[src/rtl/fu_result_writeback.sv]
// fu_result_writeback: buffers FunctionalUnit results in a small FIFO and streams them to memory via req/ack.
// Build option WB_PARITY_EN: an even-parity bit is stored per entry and driven as the MSB of mem_wdata.
module fu_result_writeback #(
   parameter int NBITS       = 8,
   parameter int ADDR_W      = 8,
   parameter int DEPTH       = 4,
   parameter int ACK_TIMEOUT = 16
) (
   input  logic                     clk,
   input  logic                     reset,
   input  logic [NBITS-1:0]         fu_data,
   input  logic                     fu_data_rdy,
   input  logic [ADDR_W-1:0]        base_addr,
   input  logic                     start,
   output logic                     mem_wr_en,
   output logic [ADDR_W-1:0]        mem_addr,
`ifdef WB_PARITY_EN
   output logic [NBITS:0]           mem_wdata,
`else
   output logic [NBITS-1:0]         mem_wdata,
`endif
   input  logic                     mem_ack,
   output logic                     full,
   output logic                     empty,
   output logic [$clog2(DEPTH):0]   count,
   output logic                     overflow,
   output logic                     wr_err
);

   localparam int PTR_W = $clog2(DEPTH);
   localparam int CNT_W = PTR_W + 1;
   localparam int TO_W  = $clog2(ACK_TIMEOUT) + 1;
`ifdef WB_PARITY_EN
   localparam int WD = NBITS + 1;
`else
   localparam int WD = NBITS;
`endif
   localparam logic [CNT_W-1:0] FULL_CNT = CNT_W'(DEPTH);
   localparam logic [TO_W-1:0]  TO_LAST  = TO_W'(ACK_TIMEOUT - 1);

   typedef enum logic [2:0] {
      S_IDLE = 3'b001,
      S_REQ  = 3'b010,
      S_GAP  = 3'b100
   } state_t;

   state_t            r_state;
   state_t            w_next;
   logic [WD-1:0]     r_mem [DEPTH];
   logic [PTR_W-1:0]  r_wr_ptr;
   logic [PTR_W-1:0]  r_rd_ptr;
   logic [CNT_W-1:0]  r_count;
   logic [ADDR_W-1:0] r_addr_cnt;
   logic [TO_W-1:0]   r_to_cnt;
   logic              r_overflow;
   logic              r_wr_err;

   logic              w_rdy;
   logic              w_push;
   logic              w_pop;
   logic              w_timeout;
   logic              w_start_ok;
   logic              w_full;
   logic              w_empty;
   logic [WD-1:0]     w_entry;

   assign w_full  = (r_count == FULL_CNT);
   assign w_empty = (r_count == '0);

`ifdef WB_PARITY_EN
   assign w_entry = {^fu_data, fu_data};
`else
   assign w_entry = fu_data;
`endif

   // NOTE: every always_comb output gets a default first, so no path can infer a latch.
   always_comb begin
      w_rdy = 1'b0;
      if (fu_data_rdy) w_rdy = 1'b1;  // an idle FU may float rdy; only a clean 1 is a result
      w_push     = w_rdy && (!w_full || w_pop);
      w_start_ok = start && (r_state == S_IDLE) && w_empty;
   end

   // FSM state register
   always_ff @(posedge clk) begin
      if (reset) r_state <= S_IDLE;
      else       r_state <= w_next;
   end

   always_comb begin
      w_next    = r_state;
      w_pop     = 1'b0;
      w_timeout = 1'b0;
      unique case (r_state)
         S_IDLE: if (!w_empty) w_next = S_REQ;
         S_REQ: begin
            if (mem_ack) begin
               w_pop  = 1'b1;
               w_next = S_GAP;
            end else if (r_to_cnt == TO_LAST) begin
               w_timeout = 1'b1;
               w_next    = S_GAP;
            end
         end
         S_GAP:   w_next = S_IDLE;
         default: w_next = S_IDLE;
      endcase
   end

   // NOTE: the storage array is not reset; pointers and count alone decide which entries are valid.
   always_ff @(posedge clk) begin
      if (w_push) r_mem[r_wr_ptr] <= w_entry;
   end

   // NOTE: sequential state uses non-blocking assignments so every register sees pre-edge values.
   always_ff @(posedge clk) begin
      if (reset) begin
         r_wr_ptr <= '0;
         r_rd_ptr <= '0;
         r_count  <= '0;
      end else begin
         if (w_push) r_wr_ptr <= r_wr_ptr + 1'b1;
         if (w_pop)  r_rd_ptr <= r_rd_ptr + 1'b1;
         case ({w_push, w_pop})
            2'b10:   r_count <= r_count + 1'b1;
            2'b01:   r_count <= r_count - 1'b1;
            default: r_count <= r_count;
         endcase
      end
   end

   // Timeout counter restarts whenever the FSM is outside REQ, so each REQ entry starts from zero.
   always_ff @(posedge clk) begin
      if (reset)                   r_to_cnt <= '0;
      else if (r_state != S_REQ)   r_to_cnt <= '0;
      else if (!mem_ack)           r_to_cnt <= r_to_cnt + 1'b1;
   end

   // A honoured start implies IDLE and empty, so it never coincides with pop, drop or timeout.
   always_ff @(posedge clk) begin
      if (reset) begin
         r_addr_cnt <= '0;
         r_overflow <= 1'b0;
         r_wr_err   <= 1'b0;
      end else if (w_start_ok) begin
         r_addr_cnt <= base_addr;
         r_overflow <= 1'b0;
         r_wr_err   <= 1'b0;
      end else begin
         if (w_pop)            r_addr_cnt <= r_addr_cnt + 1'b1;
         if (w_rdy && !w_push) r_overflow <= 1'b1;
         if (w_timeout)        r_wr_err   <= 1'b1;
      end
   end

   assign mem_wr_en = (r_state == S_REQ);
   assign mem_addr  = r_addr_cnt;
   assign mem_wdata = mem_wr_en ? r_mem[r_rd_ptr] : '0;
   assign full      = w_full;
   assign empty     = w_empty;
   assign count     = r_count;
   assign overflow  = r_overflow;
   assign wr_err    = r_wr_err;

endmodule

[config.mk]
export PLATFORM = sky130hd
export DESIGN_NAME = fu_result_writeback
export DESIGN_NICKNAME = d
export VERILOG_FILES = /design/src/rtl/fu_result_writeback.sv
export SDC_FILE = /design/constraint.sdc
export NUM_CORES = 1
export LEC_CHECK = 0
export CAP_MARGIN = 20
export CORE_MARGIN = 2
export CORE_UTILIZATION = 56
export DETAILED_ROUTE_END_ITERATION = 12
export GPL_TIMING_DRIVEN = 0
export PLACE_DENSITY = 0.84
export SKIP_LAST_GASP = 1
export SLEW_MARGIN = 20
export SYNTH_ARGS = -nofsm -noshare
export SYNTH_HDL_FRONTEND = slang
export SYNTH_SLANG_ARGS = --single-unit
[constraint.sdc]
create_clock -name clk -period 5.09 [get_ports clk]
set_input_delay 1.018 -clock clk [delete_from_list [all_inputs] [get_ports clk]]
set_output_delay 1.018 -clock clk [all_outputs]
set_load 0.02 [all_outputs]
* Yosys cells after proc, flatten, opt, wreduce, memory -nomap -nowiden
Memory sizes are Yosys's and may differ from the RTL's. A register that Yosys moved wholly into a read port is not among the register bits.
Cells that the tools add are included.
** Cells by class
- Add/sub/neg operators :: 6
- Multipliers :: 0
- Divide/modulo/power cells :: 0
- Magnitude comparators :: 0
- Equality and inequality tests :: 9
- Shifts and indexed selects :: 0
- Multiplexer cells :: 18
- Bitwise logic cells :: 0
- Reduce and logical (&&, ||, !) cells :: 13
** Operators with widths (count)
- 8-bit 2-to-1 mux :: 3
- 3-bit case mux with 2 select lines :: 2
- 3-bit 2-to-1 mux :: 3
- 8-bit by 1-bit adder with 8-bit output, second input constant :: 1
- 1-bit 2-to-1 mux :: 8
- 5-bit by 1-bit adder with 5-bit output, second input constant :: 1
- 5-bit by 4-bit equality test with 1-bit output, second input constant :: 1
- 2-bit by 1-bit adder with 2-bit output, second input constant :: 2
- 1-bit logical AND :: 4
- 2-bit 2-to-1 mux :: 2
- 2-bit nonzero test :: 2
- 2-bit OR reduction :: 2
- 3-bit by 1-bit adder with 3-bit output, second input constant :: 1
- 3-bit by 1-bit equality test with 1-bit output, second input constant :: 1
- 3-bit by 2-bit equality test with 1-bit output, second input constant :: 1
- 3-bit equality test, second input constant :: 1
- 3-bit zero test :: 1
- 3-bit by 1-bit inequality test with 1-bit output, second input constant :: 1
- 3-bit by 2-bit inequality test with 1-bit output, second input constant :: 1
- 3-bit by 1-bit subtractor with 3-bit output, second input constant :: 1
- 2-bit by 1-bit equality test with 1-bit output, second input constant :: 1
- 2-bit equality test, second input constant :: 1
- 1-bit zero test :: 2
- 2-bit inequality test, second input constant :: 1
- 2 further kinds :: 2
** Storage, ports and cells
- Bits in registers :: 25
- Latch bits :: 0
- RAM bits :: 32
- Memory bits (read-only) :: 0
- Bits of input ports :: 21
- Output and inout bits :: 24
- Memories :: 1
** Memories
- r_mem :: depth 4, bits a word 8, rd ports 1, clocked after memory_dff 1, wr ports 1, RTL line 49 : logic [WD-1:0] r_mem [DEPTH];

* Longest topological paths before layout
Gate-level depths: netlist of the first run.
- Depth after elaboration :: 6
- Gate-level depth with buffers :: 11
- Mapped depth without buffers :: 9

* Worst setup path before layout of the first run
No wires, ideal clock.
- Path type :: in2reg
- From :: input mem_ack
- To :: register r_count[2], in the netlist count[2]
- Arrival :: 2742 ps
- Required time :: 5019 ps
- Slack :: 2278 ps
- Cell stages on the path :: 11
- Buffers on the path :: 2
- Cell sequence :: buf_6 nand4bb_1 buf_2 a21boi_1 inv_1 ha_1 inv_1 fa_1 xor2_1 or3_1 a21oi_1
** Between the ends
- Word-level cells in the longest chain between the ends :: 6
- Elaborated cells on any way between the ends :: 8
** Ends and longest elaborated chain
- start, declared :: RTL line 22 : input logic mem_ack,
- 1-bit 2-to-1 mux * :: RTL line 97 : if (mem_ack) begin
- 1-bit 2-to-1 mux * :: RTL line 94 : unique case (r_state)
- 1-bit logical OR :: RTL line 80 : w_push = w_rdy && (!w_full || w_pop);
- 1-bit logical AND :: RTL line 80
- 2-bit by 1-bit equality test with 1-bit output or 2-bit equality test (tied branches) :: RTL line 124 : case ({w_push, w_pop})
- 3-bit case mux with 2 select lines or 2-bit nonzero test (tied branches)
- end signal, assigned :: RTL line 125 : 2'b10: r_count <= r_count + 1'b1;
- end signal, assigned :: RTL line 126 : 2'b01: r_count <= r_count - 1'b1;
- end signal, assigned :: RTL line 127 : default: r_count <= r_count;
- end, declared :: RTL line 52 : logic [CNT_W-1:0] r_count;
Every way passes the cells marked *; elsewhere a longest branch is shown, timed or not.
A chain may end at the register's enable or synchronous reset.

==> results of run 1 <==
[through the flow]
stage	hold slack [ps]	std cells
4_1_cts	478.4	317
5_1_grt	510.9	317
3_5_place_dp	470.8	301
6_report	478.9	317
2_1_floorplan	450.4	207
3_3_place_gp	462.7	301
[layout by cell type, fill, tap and decap left out, drive strengths merged, types with 5 or more instances in the layout]
cell type	synthesis	final
clkdlybuf4s50	0	42
edfxtp	32	32
dfxtp	27	27
clkbuf	8	18
inv	14	14
nor2	14	14
and2	12	12
nor3	9	9
mux4	8	8
a21oi	8	8
nand2	8	8
ha	8	8
or3	7	7
a311oi	7	7
o21ai	5	5
[layer usage]
layer	routed length (um)	global-route usage (%)	vias to the layer above
li1	-	-	864
met1	2066	26.97	847
met2	2515	35.80	58
met3	290	7.454	6
met4	61	7.966	0
met5	0	0	-
[final cells by class]
type	count	area (um2)	share of cell area [%]
Multi-Input combinational cell	123	950.9	29.48
Timing Repair Buffer	42	420.4	13.03
Clock inverter	6	56.30	1.746
Buffer	11	51.30	1.590
Sequential cell	59	1501	46.55
Clock buffer	10	127.6	3.957
Tap cell	52	65.06	2.017
Inverter	14	52.55	1.629
[sequential cells by signal, summed over array words and instances, names as in the netlist, named ones only]
register  cells
r_to_cnt      5
mem_addr      8
overflow      1
wr_err        1
r_mem        32
count         3
r_state       3
r_wr_ptr      2
r_rd_ptr      2
[power by group through the flow]
stage | combinational (mW) | clock [mW] | sequential [mW]
floorplan | 0.0749 | 0 | 0.575
global placement | 0.152 | 0 | 0.565
detailed placement | 0.156 | 0 | 0.566
CTS | 0.157 | 0.403 | 0.557
global route | 0.172 | 0.424 | 0.561
finish | 0.156 | 0.396 | 0.557
[cell families (layout without fill, tap and decap cells)]
| logic type | count (synthesis) | after routing | synth area share, % |
|---|---|---|---|
| AOI/OAI and AO/OA | 28 | 28 | 7.195 |
| muxes | 11 | 11 | 8.272 |
| and+or+nand+nor | 69 | 69 | 14.98 |
| xor gates and xnor gates | 6 | 6 | 2.056 |
| DFF | 59 | 59 | 58.74 |
| buffers and inverters | 25 | 83 | 4.063 |
| adders and majority gates | 9 | 9 | 4.699 |
[worst min-delay path: cells and delay by family, from the launching register on]
family | cells | cell delay (ps)
compound gates | 1 | 60
flops | 1 | 310
simple gates | 1 | 70
[synthesized netlist by cell type]
cell	n	area share [%]
edfxtp_1	32	38
dfxtp_1	27	21
inv_1	14	2.1
nor2_1	14	2.1
and2_1	12	2.9
nor3_1	9	1.8
a21oi_1	8	1.6
clkbuf_1	8	1.2
ha_1	8	3.9
mux4_2	8	7.0
nand2_1	8	1.2
a311oi_1	7	2.4
or3_1	7	1.7
o21ai_0	5	0.98
nand3_1	4	0.78
o31ai_1	4	1.2
xor2_1	4	1.4
nor2b_1	3	0.73
a31oi_1	2	0.49
and4_1	2	0.69
buf_2	2	0.39
mux2i_1	2	0.78
nand4bb_1	2	0.88
nor3b_1	2	0.59
or4_1	2	0.59
xnor2_1	2	0.69
a21boi_1	1	0.29
a22oi_1	1	0.29
and3_1	1	0.24
buf_6	1	0.44
fa_1	1	0.78
mux2_2	1	0.44
nand4_1	1	0.24
nand4b_1	1	0.34
or2_1	1	0.24
[worst paths after layout]
check                                  from  slack (ps)            to
worst max-delay path               register        1900  mem_wdata[2]
worst min-delay path            r_rd_ptr[0]         480      register
worst max register to register     count[2]        2720      count[2]
worst min register to register  r_rd_ptr[0]         480      register
==> flow_metrics.env, run 1 <==
export IMPL_critPathKind="register to output pin"
export IMPL_drtIter0Drc=152
export IMPL_start_util_pct=58.30
export IMPL_postCtsSetupBuffers=0
export IMPL_worstPathArrival_ps=2170
export IMPL_gr_usage_all_layers_pct=21.83
export IMPL_coreArea_um2=4384
export IMPL_p_int_mw=0.8277
export IMPL_grt_pass1_vias=1830
export IMPL_cpLargestDelayFamily="buffers and inverters"
export IMPL_crit_cells=4
export IMPL_post_route_util_pct=73.57
export IMPL_p_total_mw=1.109
export IMPL_die_w_um=71.56
export IMPL_portBuffers=42
export IMPL_die_height_um=71.56
export IMPL_fin_crit_ps=3189
export IMPL_yosys_cell_types_count=35
export IMPL_cts_sinks=59
export IMPL_diodes=0
export IMPL_syn_area_um2=2556
export IMPL_powerDensity_nw_per_um2=343.7
export IMPL_p_clk_share_pct=35.7
export IMPL_crit_path_top_delay_cell="mux4_2"
export IMPL_final_antenna_net_count=0
export IMPL_avgSynthCellArea_um2=12.35
export IMPL_start_kind="register"
export IMPL_netSwitchingPower_mw=0.2809
export IMPL_die_area_um2=5121
export IMPL_reg2regPathDepth=9
export IMPL_dr_pass1_iters=4
export IMPL_fin_worst_skew_ps=7.049
export IMPL_fin_area_um2=3226
export IMPL_drc=0
export IMPL_area_growth_pct=26.19
export IMPL_max_cap_violations=0
export IMPL_syn_num_nets=237
export IMPL_grt_first_pass_wirelength_mm=8.321
export IMPL_finalCritPeriodShare_pct=62.64
export IMPL_cpPeakStageDelay_ps=550
export IMPL_setup_tns_final_ps=0
export IMPL_cp_max_fo=8
export IMPL_fmax_mhz=313.6
export IMPL_clkLatencyLatePin_ps=330
export IMPL_share_comb_of_total_power_pct=14.0
export IMPL_drive_gt1_share_pct=9.811
export IMPL_synth_warnings=0
export IMPL_syn_inst=207
export IMPL_post_place_ws_ps=1919
export IMPL_cts_buffers=9
export IMPL_p_leak_nw=1.113
export IMPL_switching_share_pct=25.34
export IMPL_h_tree_depth=3
export IMPL_hp_class="register to register"
export IMPL_hold_path_depth=2
export IMPL_clk_path_buf_depth=2
export IMPL_endpoint_kind="output pin"
export IMPL_dp_hpwl_mm=3.498
export IMPL_grt_start_max_net_pins=11
export IMPL_fin_nets=290
export IMPL_row_count=24
export IMPL_post_cts_resized=0
export IMPL_path_clk_slew_ps=60
export IMPL_path_cells="buf_2 -> mux4_2 -> and2_1 -> clkdlybuf4s50_1"
export IMPL_worst_slew_pin_slew_ps=516.9
export IMPL_ir_drop_uv=203.1
export IMPL_timing_final_ws_setup_ps=1901
export IMPL_drt_wl_total_mm=4.934
export IMPL_seqPwrFrac_pct=50.2
export IMPL_antenna_found_initial=0
export IMPL_gp_congestion=0.8000
export IMPL_cts_root_buf="clkbuf_8"
export IMPL_io_pins=45
export IMPL_synth_seq_area_share_pct=58.74
export IMPL_vias=1775
export IMPL_finalHoldViolations=0
export IMPL_synth_ff_latch_count=59
export IMPL_setup_viol=0
export IMPL_grt_remaining_overflow=0
export IMPL_report_final_slew_viol_count=0
export IMPL_relSlewSlack_pct=65.47
export IMPL_status="finished clean"
export IMPL_rsz0062_at_grt="false"
export IMPL_cp_num_buf_inv=2
export IMPL_routed_via_density=5.599
export IMPL_fill_cells=318
export IMPL_cts_hold_buf=0
export IMPL_place_area_um2=3042
export IMPL_wl_per_cell_um=15.56
export IMPL_worstPathRequired_ps=4070
export IMPL_tritoncts="yes"
(Power assumes the default switching activity.)
==> run 2: changes to the inputs <==
CORE_UTILIZATION = 47   (was 56)
PLACE_DENSITY = 0.75   (was 0.84)
clock period = 2.55 ns   (was 5.09 ns; I/O delays follow)
==> run 2 against run 1 <==
Design area grew 1.4%. Non-clock buffer count is 2 lower. Hold slack worse by 8.0 ps. Global-route usage shrank 4.9 points. Flip-flop and latch count is the same. Power increased by 100%. Combinational power grew 99%. Core utilization shrank 10 points. Clock-buffer cell count is 3 higher.
==> flow_metrics.env, run 2 (synthesis results as in run 1) <==
export IMPL_fin_worst_skew_ps=9.428
export IMPL_wl_met3_um=249
export IMPL_gp_congestion=0.7462
export IMPL_timing_reg2reg_setup_slack_ps=190
export IMPL_dp_hpwl_mm=3.388
export IMPL_drt_wl_total_mm=4.838
export IMPL_worstPathArrival_ps=2610
export IMPL_worst_slew_pin_slew_ps=530.9
export IMPL_cp_max_fo=8
export IMPL_timing_final_ws_setup_ps=191.6
export IMPL_tritoncts="yes"
export IMPL_top_layer="met4"
export IMPL_drc=0
export IMPL_antenna_found_initial=0
export IMPL_p_total_mw=2.257
export IMPL_critPathKind="register to register"
export IMPL_fin_nets=288
export IMPL_area_growth_pct=27.90
export IMPL_status="finished clean"
export IMPL_endpoint_kind="register"
export IMPL_grt_pass1_vias=1652
export IMPL_finalHoldViolations=0
export IMPL_die_w_um=77.75
export IMPL_gr_usage_all_layers_pct=16.93
export IMPL_hp_start="mem_ack"
export IMPL_r2r_end="count[2]"
export IMPL_final_cell_mix="clkdlybuf4s50_1 (34), edfxtp_1 (32), dfxtp_1 (27)"
export IMPL_reg2regPathDepth=10
export IMPL_setup_tns_final_ps=0
export IMPL_setup_viol=0
export IMPL_powerDensity_nw_per_um2=690.3
export IMPL_ir_drop_uv=295.9
export IMPL_path_clk_slew_ps=60
export IMPL_crit_path_frequent_cell="inv_1"
export IMPL_rsz0062_at_grt="false"
export IMPL_routed_via_density=5.321
export IMPL_fmax_mhz=424.0
export IMPL_max_cap_violations=0
export IMPL_postCtsSetupBuffers=0
export IMPL_hold_path_depth=3
export IMPL_grt_start_max_net_pins=14
export IMPL_worstPathRequired_ps=2810
export IMPL_reg2reg_from="r_state[0]"
export IMPL_wl_per_cell_um=14.53
export IMPL_io_pins=45
export IMPL_die_height_um=77.75
export IMPL_final_antenna_net_count=0
export IMPL_met1Wirelength_mm=2.160
export IMPL_cpPeakStageDelay_ps=410
export IMPL_drtIter0Drc=98
export IMPL_row_count=26
export IMPL_start_kind="register"
export IMPL_clk_path_buf_depth=2
export IMPL_cts_root_buf="clkbuf_8"
export IMPL_crit_path_top_delay_cell="dfxtp_1"
export IMPL_dr_pass1_iters=4
export IMPL_portBuffers=42
export IMPL_drive_gt1_share_pct=11.03
export IMPL_diodes=0
export IMPL_largest_register="r_mem"
export IMPL_h_tree_depth=3
export IMPL_cts_hold_buf=0
export IMPL_p_leak_nw=1.177
export IMPL_grt_first_pass_wirelength_mm=7.659
export IMPL_hp_class="input pin to register"
export IMPL_finalCritPeriodShare_pct=92.49
export IMPL_post_cts_resized=9
export IMPL_final_common_cell="clkdlybuf4s50_1"
export IMPL_min_to="r_to_cnt[4]"
export IMPL_largest_register_ffs=32
export IMPL_post_route_util_pct=63.21
export IMPL_relSlewSlack_pct=64.53
export IMPL_dr_wl_met2_mm=2.376
export IMPL_vias=1772
export IMPL_cts_sinks=59
export IMPL_path_cells="nand4bb_1 -> buf_2 -> a21boi_1 -> inv_1 -> ha_1 -> inv_1 -> fa_1 -> xor2_1 -> or3_1 -> a21oi_1"
export IMPL_coreArea_um2=5172
export IMPL_cts_buffers=9
export IMPL_grt_remaining_overflow=0
export IMPL_post_place_ws_ps=-87.90
export IMPL_die_area_um2=6044
export IMPL_fin_crit_ps=2358
export IMPL_clkLatencyLatePin_ps=330
export IMPL_report_final_slew_viol_count=0
export IMPL_start_util_pct=49.42
==> run 2: cell types whose count changed in the layout (fill, tap and decap cells not counted), sizes merged <==
cell and delta:
dlygate4sd2 +7, clkinv -2, dlymetal6s2s +1, clkinvlp -1, clkbuf +1, clkdlybuf4s50 -8
==> run 2: critical path: cells and delay by family, from the launching register on <==
family | cells | cell delay (ps)
AO/OA/AOI/OAI | 2 | 320
adder cells (fa/ha/maj) | 2 | 560
buffers and inverters | 3 | 360
AND/OR/NAND/NOR | 2 | 470
XOR/XNOR | 1 | 160
flip-flops | 1 | 410
==> run 2: power by group <==
part           switching (mW)  internal, mW  total [mW]
clock                   0.336         0.500       0.836
combinational           0.162         0.149       0.310
sequential             0.0480          1.06        1.11
==> run 2: layout make-up <==
class	instances	area, um2
Buffer	9	50.05
Clock buffer	13	158.9
Clock inverter	3	38.79
Fill cell	408	1903
Inverter	14	52.55
Multi-Input combinational cell	123	965.9
Sequential cell	59	1501
Tap cell	70	87.58
Timing Repair Buffer	42	414.1
==> run 2: how the worst max path moves through the flow <==
stage / endpoint / cells after the start / startpoint
after floorplan: count[2] / 9 / count[2]
after detailed placement: count[2] / 9 / fu_data_rdy
final: count[2] / 10 / r_state[0]
after CTS: mem_wdata[7] / 4 / register
after global routing: count[2] / 10 / r_state[0]
after global placement: count[2] / 9 / fu_data_rdy
==> run 2: per-stage QoR <==
step | hold WS (ps) | instances | area [um2]
2_1_floorplan | 450.4 | 207 | 2561
3_3_place_gp | 462.9 | 319 | 3069
3_5_place_dp | 470.6 | 319 | 3069
4_1_cts | 458.1 | 333 | 3254
5_1_grt | 482.2 | 333 | 3269
6_report | 470.9 | 333 | 3269
==> run 2: routing by layer <==
metal | GRT usage [%] | vias up
li1 | - | 860
met1 | 21.07 | 852
met2 | 26.64 | 53
met3 | 6.512 | 7
met4 | 6.607 | 0
met5 | 0 | -
==> run 3: changes to the inputs <==
CORE_MARGIN = not set   (was 2)
PLACE_DENSITY = 0.78   (was 0.75)
==> run 3 against run 2 <==
Hold slack lost 8.7 ps. Register-to-register slack gained 70 ps. Wire length shrank 0.54%. First-iteration DRC count shrank 16%. Critical endpoint is now mem_wdata[6]. Largest power group unchanged. Highest routed layer unchanged.
==> flow_metrics.env, run 3 (synthesis results as in run 1) <==
export IMPL_final_common_cell="clkdlybuf4s50_1"
export IMPL_area_growth_pct=26.48
export IMPL_worstPathRequired_ps=2040
export IMPL_die_height_um=75.75
export IMPL_grt_first_pass_wirelength_mm=7.652
export IMPL_drtIter0Drc=82
export IMPL_path_clk_slew_ps=60
export IMPL_routed_via_density=5.264
export IMPL_grt_pass1_vias=1640
export IMPL_start_util_pct=49.42
export IMPL_start_kind="register"
export IMPL_p_total_mw=2.106
export IMPL_coreArea_um2=5172
export IMPL_ir_drop_uv=285.7
export IMPL_powerDensity_nw_per_um2=651.4
export IMPL_largest_register_ffs=32
export IMPL_clk_path_buf_depth=2
export IMPL_fin_worst_skew_ps=5.278
export IMPL_portBuffers=42
export IMPL_reg2regPathDepth=9
export IMPL_setup_tns_final_ps=0
export IMPL_final_cell_mix="clkdlybuf4s50_1 (35), edfxtp_1 (32), dfxtp_1 (27)"
export IMPL_drc=0
export IMPL_seqPwrFrac_pct=52.8
export IMPL_drive_gt1_share_pct=11.03
export IMPL_largest_register="r_mem"
export IMPL_share_comb_of_total_power_pct=14.7
export IMPL_rsz0062_at_grt="true"
export IMPL_max_cap_violations=0
export IMPL_worst_slew_pin_slew_ps=487.2
export IMPL_finalHoldViolations=0
export IMPL_status="finished clean"
export IMPL_dr_pass1_iters=4
export IMPL_gr_usage_all_layers_pct=18.68
export IMPL_r2r_end="count[2]"
export IMPL_diodes=0
export IMPL_drt_wl_total_mm=4.812
export IMPL_p_int_mw=1.552
export IMPL_hold_path_depth=3
export IMPL_fin_crit_ps=2527
export IMPL_finalCritPeriodShare_pct=99.12
export IMPL_vias=1753
export IMPL_grt_start_max_net_pins=14
export IMPL_setup_viol=0
export IMPL_min_to="r_to_cnt[4]"
export IMPL_tritoncts="yes"
export IMPL_cp_max_fo=8
export IMPL_fmax_mhz=395.7
export IMPL_grt_remaining_overflow=0
export IMPL_hold_slack_ps=462.2
export IMPL_timing_final_ws_setup_ps=22.56
export IMPL_critPathKind="register to output pin"
export IMPL_report_final_slew_viol_count=0
export IMPL_row_count=26
export IMPL_hp_class="input pin to register"
export IMPL_postCtsSetupBuffers=0
export IMPL_cts_root_buf="clkbuf_8"
export IMPL_final_antenna_net_count=0
export IMPL_timing_reg2reg_setup_slack_ps=260
export IMPL_die_area_um2=5737
export IMPL_die_w_um=75.75
export IMPL_clkLatencyLatePin_ps=320
export IMPL_cts_hold_buf=0
export IMPL_endpoint_kind="output pin"
export IMPL_p_leak_nw=1.163
export IMPL_p_clk_share_pct=32.5
export IMPL_hp_start="mem_ack"
export IMPL_post_place_ws_ps=-153.9
export IMPL_reg2reg_from="r_state[0]"
export IMPL_cts_buffers=9
export IMPL_antenna_found_initial=0
export IMPL_dp_hpwl_mm=3.296
export IMPL_worstPathArrival_ps=2020
export IMPL_gp_congestion=0.7301
export IMPL_h_tree_depth=3
export IMPL_wl_per_cell_um=14.45
export IMPL_fin_nets=288
export IMPL_netSwitchingPower_mw=0.5537
export IMPL_cts_sinks=59
export IMPL_switching_share_pct=26.29
export IMPL_io_pins=45
export IMPL_relSlewSlack_pct=67.52
-- run 3: area by class of cell --
type / instances / area (um2)
multi-input cells: 123 / 964.7
clock buffers: 10 / 127.6
plain buffers: 9 / 47.55
clock inverters: 6 / 32.53
flip-flops and latches: 59 / 1501
inverters: 14 / 52.55
repair buffers: 42 / 419.2
well taps: 70 / 87.58
fillers: 409 / 1939
-- run 3: per-layer routing --
| layer | wire, um | vias up | global-route usage [%] |
|---|---|---|---|
| li1 | - | 863 | - |
| met3 | 251 | 10 | 4.894 |
| met4 | 77 | 0 | 9.053 |
| met2 | 2318 | 48 | 29.50 |
| met1 | 2165 | 832 | 23.96 |
| met5 | 0 | - | 0 |
-- run 3: metrics by stage --
| stage | std cells | instance area (um2) | utilization (%) |
|---|---|---|---|
| 3_5_place_dp | 319 | 3069 | 59.34 |
| 5_1_grt | 333 | 3233 | 62.51 |
| 3_3_place_gp | 319 | 3069 | 59.34 |
| 2_1_floorplan | 207 | 2561 | - |
| 6_report | 333 | 3233 | 62.51 |
| 4_1_cts | 333 | 3219 | 62.24 |
-- run 3: power groups by stage --
stage / sequential (mW) / clock (mW) / combinational, mW
after CTS: 1.11 / 0.697 / 0.310
after detailed placement: 1.13 / 0 / 0.310
after global placement: 1.13 / 0 / 0.303
final: 1.11 / 0.684 / 0.310
after global routing: 1.12 / 0.728 / 0.338
after floorplan: 1.15 / 0 / 0.150
-- run 3: worst max-delay path by stage --
stage                     start           end  slack (ps)  depth (start not counted)
floorplan              count[2]      count[2]         120                          9
global placement    fu_data_rdy      count[2]         -60                          9
detailed placement  fu_data_rdy      count[2]        -150                          9
CTS                    register  mem_wdata[5]         -20                          4
global route           register  mem_wdata[6]         -90                          4
finish                 register  mem_wdata[6]          20                          4
-- run 3: timing repair --
item | in CTS | in global routing
setup endpoints to repair | 10 | 5
gates resized for setup | 7 | 5
pin swaps | 0 | 0
-- run 3: worst max-delay path, cell delays in order, from the launching register on --
cell and delay (ps):
dfxtp_1 300, buf_4 200, mux4_2 500, and2_1 160
clkdlybuf4s50_1 520
